<file path="src/rtl/snake_dir_control.sv">
// Snake direction controller: arbitrates key pulses, filters illegal turns, queues up to two
// turns and emits the periodic move tick with the direction to apply on it.
module snake_dir_control #(
    parameter int unsigned STEP_TICKS = 2000
) (
    input  logic       Clk_10khz,
    input  logic       Rst_n,
    input  logic       Key_left,
    input  logic       Key_right,
    input  logic       Key_up,
    input  logic       Key_down,
    input  logic       Game_over,
    input  logic       Restart,
    output logic [1:0] Dir,
    output logic       Move_tick,
    output logic       Running
);

    typedef enum logic [1:0] {StIdle, StRun, StHalt} state_e;

    localparam logic [1:0]  DirUp    = 2'b00;
    localparam logic [1:0]  DirDown  = 2'b01;
    localparam logic [1:0]  DirLeft  = 2'b10;
    localparam logic [1:0]  DirRight = 2'b11;
    localparam logic [15:0] CntLast  = 16'(STEP_TICKS - 1);

    state_e      state_q, state_d;
    logic [1:0]  dir_q, dir_d;
    logic [1:0]  last_dir_q, last_dir_d;
    logic [1:0]  q0_q, q0_d;
    logic [1:0]  q1_q, q1_d;
    logic [1:0]  count_q, count_d;
    logic [15:0] cnt_q, cnt_d;
    logic        move_tick_q, move_tick_d;
    logic        running_q, running_d;

    logic        key_any;
    logic [1:0]  key_dir;
    logic        wrap;
    logic        pop;
    logic        push_req;
    logic        push;
    logic        legal;

    // Fixed priority: up > down > left > right.
    always_comb begin
        key_any = Key_up | Key_down | Key_left | Key_right;
        if (Key_up) begin
            key_dir = DirUp;
        end else if (Key_down) begin
            key_dir = DirDown;
        end else if (Key_left) begin
            key_dir = DirLeft;
        end else begin
            key_dir = DirRight;
        end
    end

    // Reversal flips bit 0 within each axis pair.
    assign legal = (key_dir != last_dir_q) && (key_dir != (last_dir_q ^ 2'b01));
    assign wrap  = (cnt_q == CntLast);

    always_comb begin
        state_d     = state_q;
        dir_d       = dir_q;
        last_dir_d  = last_dir_q;
        q0_d        = q0_q;
        q1_d        = q1_q;
        count_d     = count_q;
        cnt_d       = cnt_q;
        move_tick_d = 1'b0;
        pop         = 1'b0;
        push_req    = 1'b0;
        push        = 1'b0;

        unique case (state_q)
            StIdle: begin
                cnt_d = 16'd0;
                if (key_any) begin
                    state_d  = StRun;
                    push_req = 1'b1;
                end
            end
            StRun: begin
                if (Game_over) begin
                    state_d = StHalt;
                    count_d = 2'd0;
                end else begin
                    push_req = key_any;
                    if (wrap) begin
                        cnt_d       = 16'd0;
                        move_tick_d = 1'b1;
                        pop         = (count_q != 2'd0);
                    end else begin
                        cnt_d = cnt_q + 16'd1;
                    end
                end
            end
            StHalt: begin
                count_d = 2'd0;
                if (Restart) begin
                    state_d    = StIdle;
                    dir_d      = DirRight;
                    last_dir_d = DirRight;
                    cnt_d      = 16'd0;
                end
            end
            default: begin
                state_d = StIdle;
            end
        endcase

        // A pop in the same cycle frees the slot a push into a full queue needs.
        push = push_req && legal && ((count_q != 2'd2) || pop);

        if (pop) begin
            dir_d   = q0_q;
            q0_d    = q1_q;
            count_d = count_q - 2'd1;
        end
        if (push) begin
            if (count_d == 2'd0) begin
                q0_d = key_dir;
            end else begin
                q1_d = key_dir;
            end
            count_d    = count_d + 2'd1;
            last_dir_d = key_dir;
        end

        running_d = (state_d == StRun);
    end

    always_ff @(posedge Clk_10khz or negedge Rst_n) begin
        if (!Rst_n) begin
            state_q     <= StIdle;
            dir_q       <= DirRight;
            last_dir_q  <= DirRight;
            q0_q        <= DirRight;
            q1_q        <= DirRight;
            count_q     <= 2'd0;
            cnt_q       <= 16'd0;
            move_tick_q <= 1'b0;
            running_q   <= 1'b0;
        end else begin
            state_q     <= state_d;
            dir_q       <= dir_d;
            last_dir_q  <= last_dir_d;
            q0_q        <= q0_d;
            q1_q        <= q1_d;
            count_q     <= count_d;
            cnt_q       <= cnt_d;
            move_tick_q <= move_tick_d;
            running_q   <= running_d;
        end
    end

    assign Dir       = dir_q;
    assign Move_tick = move_tick_q;
    assign Running   = running_q;

endmodule

</file>
<file path="config.mk">
export PLATFORM = sky130hd
export DESIGN_NAME = snake_dir_control
export DESIGN_NICKNAME = d
export VERILOG_FILES = /design/src/rtl/snake_dir_control.sv
export SDC_FILE = /design/constraint.sdc
export NUM_CORES = 1
export LEC_CHECK = 0
export BUFFER_PORTS_ARGS = -buffer_cell sky130_fd_sc_hd__clkbuf_2
export CAP_MARGIN = 20
export CELL_PAD_IN_SITES_DETAIL_PLACEMENT = 0
export CELL_PAD_IN_SITES_GLOBAL_PLACEMENT = 1
export CORE_MARGIN = 2
export CORE_UTILIZATION = 46
export CTS_CLUSTER_DIAMETER = 100
export DETAILED_ROUTE_END_ITERATION = 12
export GPL_ROUTABILITY_DRIVEN = 0
export HOLD_SLACK_MARGIN = 0.08
export PLACE_DENSITY_LB_ADDON = 0.3
export SLEW_MARGIN = 20
export SYNTH_ARGS = -nofsm -noshare
export SYNTH_HDL_FRONTEND = slang
export SYNTH_SLANG_ARGS = --single-unit
</file>
<file path="constraint.sdc">
create_clock -name Clk_10khz -period 2.7 [get_ports Clk_10khz]
set_input_delay 0.135 -clock Clk_10khz [delete_from_list [all_inputs] [get_ports Clk_10khz]]
set_output_delay 0.135 -clock Clk_10khz [all_outputs]
set_load 0.01 [all_outputs]
</file>
==> impl_metrics.csv <==
group,metric,value,unit
logic_synthesis,yosys-top-cells-area,"dfrtp_1 (33%), dfstp_2 (11%), xnor2_1 (6.2%)",
placement,hpwl,2.57,mm
setup_path,cp.arrival,2690,ps
clock_tree,clk_latency,280,ps
pwr,switchingPower,0.000615,W
timing,slew_headroom,52.1,%
worst_hold_path,hold_class,"primary input to register",
drt,drt_first_pass_iters,4,
pwr,combPwrFrac,39.9,%
logic_synthesis,yosys.area.top_type_share,32.6,%
logic_synthesis,syn_inst,172,
floorplanning,initial_core_util,46.9,%
logic_synthesis,ys_warn_count,0,
finish,nFillCells,336,
setup_path,path_max_fanout,8,
finish,antenna_cells,0,
global_routing,grt_use_total,19.9,%
global_routing,grt_pass1_wl,6.38,mm
global_routing,grt_max_degree,30,
pwr,internal-power,0.00101,W
clock_tree,clockRootBuffer,"clkbuf_8",
finish,drive_gt1_share,17.3,%
clock_tree,htreeDepth,2,
setup_path,r2r_slack,220,ps
logic_synthesis,synth_ff_type,"dfrtp_1",
logic_synthesis,syn-num-nets,188,
worst_hold_path,hold_end,"q1_q[0]",
timing,hold_viol,0,
logic_synthesis,synth_area,1690,sq um
setup_path,required,2900,ps
setup_path,r2r-end,"q1_q[1]",
floorplanning,io_pins,12,
drt,drcViolationCount,0,
finish,nets,206,
pwr,vdd_drop_max,0.330,mV
timing,tns,0,ps
floorplanning,die_y,64.6,microns
pwr,powerDensity,855,nW/um^2
pwr,power.leakage,0.815,nW
logic_synthesis,syn_avg_cell_area,9.83,sq um
drt,vias,1320,
floorplanning,coreArea,3610,sq um
clock_tree,cts_tree,"built",
floorplanning,dieArea,4180,sq um
timing,fmax,403,MHz
logic_synthesis,ys_ff_latch,29,
outcome,outcome,"complete, no violations",
clock_tree,numCtsBuffers,5,
timing,post-route-min-period,2480,ps
drt,drt_first_iter_violations,89,
global_routing,antenna_found_initial,0,
finish,area.growth.synth_to_final,12.4,%
setup_path,worstSetupEndpointType,"register",
setup_path,reg2regPathDepth,8,
clock_tree,cts_setup_buffers,0,
placement,io_buffers,11,
pwr,switching_share,37.9,%
run,drv_cap,0,
logic_synthesis,yosys.area.top_type,"dfrtp_1",
worst_hold_path,holdPathStages,3,
floorplanning,die_x,64.6,microns
global_routing,grt_overflow,0,
drt,viasPerCell,5.52,
timing,fin_crit_sh,92.0,%
timing,worst_pin_slew,718,ps
global_routing,grt_pass1_vias,1398,
logic_synthesis,synthDistinctLibCells,42,
logic_synthesis,synthTopCellsByCount,"dfrtp_1 (22), nor2_1 (22), a21oi_1 (13)",
drt,routedWlPerCell,14.8,microns
timing,setup-violations-final,0,
timing,rsz0062_at_grt,"false",
clock_tree,path_clk_slew,60,ps
setup_path,cp-start-kind,"register",
timing,maxSlewViolCount,0,
logic_synthesis,synth_edf_count,0,
logic_synthesis,seq_area_frac_synth,43.4,%
pwr,p_seq_share,39.3,%
setup_path,path_class,"register to register",
worst_hold_path,hp-start,"Key_up",
clock_tree,cts_buffer_depth,2,
timing,clock_skew,4.75,ps
setup_path,r2r_start,"cnt_q[4]",
drt,wirelength,3.53,mm
floorplanning,rows,22,
pwr,total_power,0.00162,W
drt,antenna_left,0,
logic_synthesis,synthArstFlopShare,100,%
clock_tree,clock_sinks,29,
pwr,pwr-share-clk,20.8,%
## worst max-delay path, stage by stage (launching register included)
cell	delay (ps)
dfrtp_1	440
or4b_4	570
nor4_4	320
nand2_4	140
mux2i_2	250
ha_1	200
nor2_1	50
nand2_1	110
mux2_2	340
## layout by cell type, fill, tap and decap left out, types with 2 or more instances in the layout
cell,synthesis,layout
nand2_1,6,6
nand4_1,5,5
nand2b_1,2,2
nor2b_1,2,2
buf_4,0,2
inv_1,8,8
nor3_1,6,6
clkbuf_2,0,11
a21oi_1,13,13
dfrtp_1,22,22
clkbuf_8,0,5
nand3_1,5,5
xnor2_1,12,12
nor4_1,7,7
nor2_1,22,22
a21o_1,2,2
nor4b_1,4,4
or3_1,2,2
clkbuf_1,2,3
o21ai_0,7,7
ha_1,8,8
dfstp_2,7,7
mux2i_1,8,8
## layout make-up
type | instances | area, sq um | share of cell area [%]
clock buffer | 8 | 80.1 | 4.22
timing repair buffer | 14 | 80.1 | 4.22
multi-input combinational | 132 | 915 | 48.2
tap | 48 | 60.1 | 3.16
inverter | 8 | 30.0 | 1.58
sequential | 29 | 734 | 38.7
## per-stage QoR
step | instances | utilization, % | setup slack, ps | hold slack [ps] | cell area [sq um]
2_1_floorplan | 172 | - | 312 | -161 | 1690
5_1_grt | 239 | 52.7 | 53.1 | 153 | 1900
3_5_place_dp | 230 | 50.2 | 226 | 228 | 1810
6_report | 239 | 52.7 | 216 | 147 | 1900
3_3_place_gp | 230 | 50.2 | 315 | 221 | 1810
4_1_cts | 239 | 52.7 | 200 | 147 | 1900
## state kept, by name (all words and copies together), names as in the netlist
name and flops:
cnt_q 16, Dir 2, count_q 2, q0_q 2, q1_q 2, state_q 2
Move_tick 1, Running 1, last_dir_q 1
## repair_timing
action,CTS,global route
hold endpoints to repair,22,0
resized for setup,0,0
hold buffers,1,0
## power by group through the flow
stage | clock (W) | combinational, W | sequential, W
6_report | 0.000337 | 0.000648 | 0.000638
2_1_floorplan | 0 | 0.000482 | 0.000639
3_3_place_gp | 0 | 0.000632 | 0.000642
3_5_place_dp | 0 | 0.000652 | 0.000647
4_1_cts | 0.000346 | 0.000656 | 0.000640
5_1_grt | 0.000365 | 0.000743 | 0.000653
## metal layers
layer	track usage, %	up-vias	wire length (microns)
li1	-	655	-
met1	26.0	637	1720
met2	32.8	21	1660
met3	4.17	7	105
met4	7.18	0	51
met5	0	-	0
## how the worst max path moves through the flow
stage	startpoint	endpoint	slack (ps)	depth (start not counted)
final	cnt_q[4]	q1_q[1]	220	8
after global routing	cnt_q[4]	q1_q[1]	50	8
after CTS	cnt_q[4]	q1_q[1]	200	8
after detailed placement	cnt_q[4]	q1_q[1]	230	8
after global placement	cnt_q[4]	q1_q[1]	320	8
after floorplan	cnt_q[4]	q1_q[1]	310	8
## cell families after synthesis
group	share of synthesized area, %
xor gates and xnor gates	6.22
DFF	43.4
AOI/OAI and AO/OA	10.4
and+or+nand+nor	25.3
muxes	6.22
buffers and inverters	2.44
adders and majority gates	5.92
Note: power is estimated with default switching activity, not from simulation.
